===== config.mk =====
export PLATFORM = sky130hd
export DESIGN_NAME = kernel_acc
export DESIGN_NICKNAME = d
export VERILOG_FILES = /design/src/rtl/kernel_acc.sv
export SDC_FILE = /design/constraint.sdc
export NUM_CORES = 2
export LEC_CHECK = 0
export BUFFER_PORTS_ARGS = -buffer_cell sky130_fd_sc_hd__buf_2
export CAP_MARGIN = 20
export CORE_AREA = 2 2 394 396
export CTS_BUF_LIST = sky130_fd_sc_hd__clkbuf_16
export CTS_CLUSTER_DIAMETER = 100
export CTS_CLUSTER_SIZE = 8
export DETAILED_ROUTE_END_ITERATION = 6
export DIE_AREA = 0 0 396 398
export SLEW_MARGIN = 20
export SYNTH_ARGS = -nofsm -noshare
export SYNTH_HDL_FRONTEND = slang
export SYNTH_SLANG_ARGS = --single-unit

===== constraint.sdc =====
create_clock -name clk -period 3.1 [get_ports clk]
set_input_delay 0.155 -clock clk [delete_from_list [all_inputs] [get_ports clk]]
set_output_delay 0.155 -clock clk [all_outputs]
set_load 0.02 [all_outputs]

===== src/rtl/kernel_acc.sv =====
// kernel_acc: accumulates a COLS x COLS array of signed partial sums over a
// programmable channel count and holds the result for the bias stage.
// Optional saturating arithmetic is selected by defining KERNEL_ACC_SAT_EN.
module kernel_acc #(
    parameter int unsigned COLS  = 5,
    parameter int unsigned P_BW  = 16,
    parameter int unsigned AC_BW = 24,
    parameter int unsigned CH_BW = 8
) (
    input  logic                        clk,
    input  logic                        rst_n,
    input  logic                        en,
    input  logic                        i_start,
    input  logic [CH_BW-1:0]            i_num_ch,
    input  logic                        i_valid,
    input  logic [P_BW*COLS*COLS-1:0]   i_psum,
    output logic                        o_ready,
    input  logic                        i_out_ready,
    output logic                        o_valid,
    output logic [AC_BW*COLS*COLS-1:0]  o_acc_kernel
);

    localparam int unsigned LANES = COLS * COLS;
    localparam int unsigned ACC_W = AC_BW * LANES;

    localparam logic [1:0] S_IDLE = 2'd0;
    localparam logic [1:0] S_ACC  = 2'd1;
    localparam logic [1:0] S_HOLD = 2'd2;

    logic [1:0]       state_q, state_d;
    logic [ACC_W-1:0] acc_q, acc_d;
    logic [CH_BW-1:0] cnt_q, cnt_d;
    logic [CH_BW-1:0] num_q, num_d;
    logic             valid_q, valid_d;

    logic [ACC_W-1:0] acc_sum;
    logic [CH_BW-1:0] cnt_inc;
    logic             start_job;

    // One lane of accumulate: wrap by default, clamp to the AC_BW range when saturating.
    function automatic logic [AC_BW-1:0] lane_add(input logic [AC_BW-1:0] acc,
                                                  input logic [P_BW-1:0]  ps);
`ifdef KERNEL_ACC_SAT_EN
        logic [AC_BW:0] sum;
        sum = {acc[AC_BW-1], acc} + (AC_BW+1)'(signed'(ps));
        if (sum[AC_BW] != sum[AC_BW-1]) begin
            lane_add = sum[AC_BW] ? {1'b1, {(AC_BW-1){1'b0}}} : {1'b0, {(AC_BW-1){1'b1}}};
        end else begin
            lane_add = sum[AC_BW-1:0];
        end
`else
        lane_add = acc + AC_BW'(signed'(ps));
`endif
    endfunction

    always_comb begin
        acc_sum = '0;
        for (int unsigned k = 0; k < LANES; k++) begin
            acc_sum[k*AC_BW +: AC_BW] = lane_add(acc_q[k*AC_BW +: AC_BW], i_psum[k*P_BW +: P_BW]);
        end
    end

    assign cnt_inc = cnt_q + CH_BW'(1);

    // Next-state and datapath updates; everything holds while en is low.
    always_comb begin
        state_d   = state_q;
        acc_d     = acc_q;
        cnt_d     = cnt_q;
        num_d     = num_q;
        valid_d   = valid_q;
        start_job = 1'b0;

        if (en) begin
            case (state_q)
                S_IDLE: begin
                    if (i_start) start_job = 1'b1;
                end
                S_ACC: begin
                    if (i_valid) begin
                        acc_d = acc_sum;
                        cnt_d = cnt_inc;
                        if (cnt_inc == num_q) begin
                            state_d = S_HOLD;
                            valid_d = 1'b1;
                        end
                    end
                end
                S_HOLD: begin
                    if (i_out_ready) begin
                        valid_d = 1'b0;
                        state_d = S_IDLE;
                        if (i_start) start_job = 1'b1;
                    end
                end
                default: begin
                    state_d = S_IDLE;
                    valid_d = 1'b0;
                end
            endcase
        end

        // A zero channel count skips ACC and presents the cleared array at once.
        if (start_job) begin
            acc_d = '0;
            num_d = i_num_ch;
            cnt_d = '0;
            if (i_num_ch == '0) begin
                state_d = S_HOLD;
                valid_d = 1'b1;
            end else begin
                state_d = S_ACC;
                valid_d = 1'b0;
            end
        end
    end

    always_ff @(posedge clk or negedge rst_n) begin
        if (!rst_n) begin
            state_q <= S_IDLE;
            acc_q   <= '0;
            cnt_q   <= '0;
            num_q   <= '0;
            valid_q <= 1'b0;
        end else begin
            state_q <= state_d;
            acc_q   <= acc_d;
            cnt_q   <= cnt_d;
            num_q   <= num_d;
            valid_q <= valid_d;
        end
    end

    assign o_ready      = en && (state_q == S_ACC);
    assign o_valid      = valid_q;
    assign o_acc_kernel = acc_q;

endmodule


==> results.json <==
{
  "outcome": "completed",
  "track_usage": 0.210,
  "nNetsFinal": 7928,
  "place_inst": 8475,
  "synth_cell_types": 86,
  "pwr-share-clk": 0.158,
  "hold_violations": 0,
  "clockBufferDepth": 3,
  "routabilityCongestion": 0.940,
  "critPathKind": "reg2reg",
  "drv_cap": 0,
  "wl_um": 173000,
  "tightest_slew_ps": 996,
  "setup_viol": 0,
  "drive_above_1_share": 0.208,
  "combPwrFrac": 0.603,
  "critPathArrivalTime_ps": 3530,
  "cp-start-kind": "flop",
  "synth_top_area_frac": 0.326,
  "period_share": 0.957,
  "crit_required_ps": 3670,
  "clock_skew_ps": 31.8,
  "fillers": 15210,
  "initial_core_util": 0.309,
  "finalMaxSlewViolations": 0,
  "core_area_mm2": 0.153,
  "grt_start_max_net_pins": 114,
  "antenna_found_initial": 26,
  "grt_pass1_wl_um": 264000,
  "dieArea_mm2": 0.158,
  "drc": 0,
  "synth-seq-cells": 618,
  "syn_area_mm2": 0.0474,
  "maxSlewHeadroom": 0.336,
  "grt-ovfl-total": 0,
  "wl_per_cell_um": 19.3,
  "seqCellArea_mm2": 0.0155,
  "port_buffers": 1015,
  "fp.dieW_um": 396,
  "ir_worst_vdd_uv": 474,
  "crit_fanout": 4,
  "cp-end-kind": "flop",
  "dpl.hpwl_um": 132000,
  "fmax_ghz": 0.337,
  "drt_iter0_markers": 2491,
  "rsz0062_at_grt": "yes",
  "p_switching_uw": 26700,
  "yosysWarnings": 0,
  "fp-row-count": 144,
  "cts_tree": "built",
  "power.density_mw_per_mm2": 902,
  "r2r_start": "o_acc_kernel[552]",
  "async_flop_share": 1.00,
  "clk_pin_slew_ps": 50,
  "synth_most_common_cell": "nand2_1",
  "layout.cells.non_filler": 8980,
  "power.leakage_uw": 0.0321,
  "dr.pass1.iters": 6,
  "min_path_type": "in2async",
  "multi_input_area_mm2": 0.0314,
  "postRouteAntennaNets": 0,
  "io_pins": 1016,
  "p_total_uw": 56700,
  "synthTopCellsByCount": "nand2_1, o21ai_0, dfrtp_1",
  "clockRootBuffer": "clkbuf_16",
  "final.min_clock_period_ps": 2970,
  "pwr-share-seq": 0.239,
  "yosysTopAreaCell": "dfrtp_1",
  "ys_seq_area_frac": 0.326,
  "switching_share": 0.472,
  "synth_top_flop_cell": "dfrtp_1",
  "worstReg2RegEnd": "o_acc_kernel[574]",
  "fin_util": 0.410,
  "ctsHtreeMaxLevel": 3,
  "syn_avg_cell_area_um2": 8.78,
  "p_int_uw": 29900,
  "area_growth_pct": 32.5,
  "reg2reg_depth": 13,
  "num_vias": 46517,
  "cts.sinks": 618,
  "final_area_mm2": 0.0628,
  "regToRegSetupSlack_ps": 130,
  "postPlaceCellArea_mm2": 0.0561,
  "synth-edff-count": 0,
  "via_per_inst": 5.18,
  "numCtsBuffers": 87,
  "synthCells": 5401,
  "insertion_delay_ps": 700,
  "grt_pass1_vias": 46112,
  "synthTopCellsByArea": "dfrtp_1, ha_1, o21ai_0",
  "syn_nets": 6416,
  "die_h_um": 398
}
## how the worst max path moves through the flow
stage                       from                end  slack, ps
2_1_floorplan  o_acc_kernel[504]  o_acc_kernel[524]         20
3_3_place_gp   o_acc_kernel[480]  o_acc_kernel[502]        -80
3_5_place_dp   o_acc_kernel[480]  o_acc_kernel[502]       -130
4_1_cts        o_acc_kernel[480]  o_acc_kernel[502]        0.4
5_1_grt        o_acc_kernel[196]  o_acc_kernel[215]        -90
6_report       o_acc_kernel[552]  o_acc_kernel[574]        130
## metal layers
metal | vias to the layer above | part of all wire | GRT usage
met5 | - | 0.00074 | 0
met4 | 18 | 0.046 | 0.0958
met3 | 344 | 0.070 | 0.0554
met2 | 1299 | 0.45 | 0.338
met1 | 22185 | 0.43 | 0.263
li1 | 22671 | - | -
## cells by family (layout without fill, tap and decap cells)
| kind of cell | count (synthesis) | in the layout | share of synthesized area |
|---|---|---|---|
| DFF | 618 | 618 | 0.326 |
| buffers and inverters | 286 | 1806 | 0.0227 |
| adders and majority gates | 601 | 601 | 0.163 |
| muxes | 5 | 5 | 0.00106 |
| other | 0 | 15 | 0 |
| xor gates and xnor gates | 526 | 526 | 0.0971 |
| and+or+nand+nor | 1353 | 1353 | 0.124 |
| AOI/OAI and AO/OA | 2012 | 2012 | 0.266 |
## worst max-delay path, stage by stage, from the launching register on
cell and delay, ps:
dfrtp_1 380, ha_1 220, fa_1 420, a21oi_2 200, o21ai_0 110, a21oi_1 220, o21ai_0 170, a41oi_1 250
buf_4 170, nand2b_1 60, a21oi_1 230, o211ai_1 140, xnor2_1 170, o21ai_0 90
## repair_timing
action | in CTS | in global routing
setup buffers | 2 | 9
hold buffers | 382 | 0
hold endpoints to repair | 420 | 0
resized for setup | 1 | 121
endpoints found under the setup margin | 4 | 99
pin swaps | 4 | 35
## per-stage QoR
stage | setup TNS [ps] | hold WS (ps) | setup slack, ps
global route | -268 | 54.5 | -87.4
CTS | 0 | 0.298 | 0.361
global placement | -80.4 | 273 | -80.4
finish | 0 | 20.4 | 132
floorplan | 0 | -141 | 24.7
detailed placement | -148 | 266 | -125
## power by group through the flow
stage          sequential [µW]  combinational [µW]  clock [µW]
3_3_place_gp             13500               32200           0
4_1_cts                  13500               33500        9250
2_1_floorplan            16500               18900           0
5_1_grt                  13900               37700        9530
3_5_place_dp             13600               32500           0
6_report                 13500               34200        8940
## cell type report
class	count	area share
antenna	15	0.000597
clock buffer	87	0.0346
clock inverter	10	0.00241
inverter	126	0.00753
multi-input combinational	4497	0.500
sequential	618	0.246
tap	2044	0.0407
timing repair buffer	1583	0.168
## sequential cells by signal, indices dropped and copies added (netlist names)
| name | count |
|---|---|
| num_q | 8 |
| o_acc_kernel | 600 |
| cnt_q | 8 |
| state_q | 2 |
## cell usage in the layout, fill, tap and decap left out, types with 128 or more instances in the layout
cell type,n
a21o_1,292
a21oi_1,420
buf_2,1014
buf_4,165
dfrtp_1,618
dlygate4sd3_1,382
ha_1,573
inv_1,128
nand2_1,747
nor2_1,225
o21ai_0,720
xnor2_1,263
xor2_1,263
No activity file was read; power rests on OpenSTA's default activity.
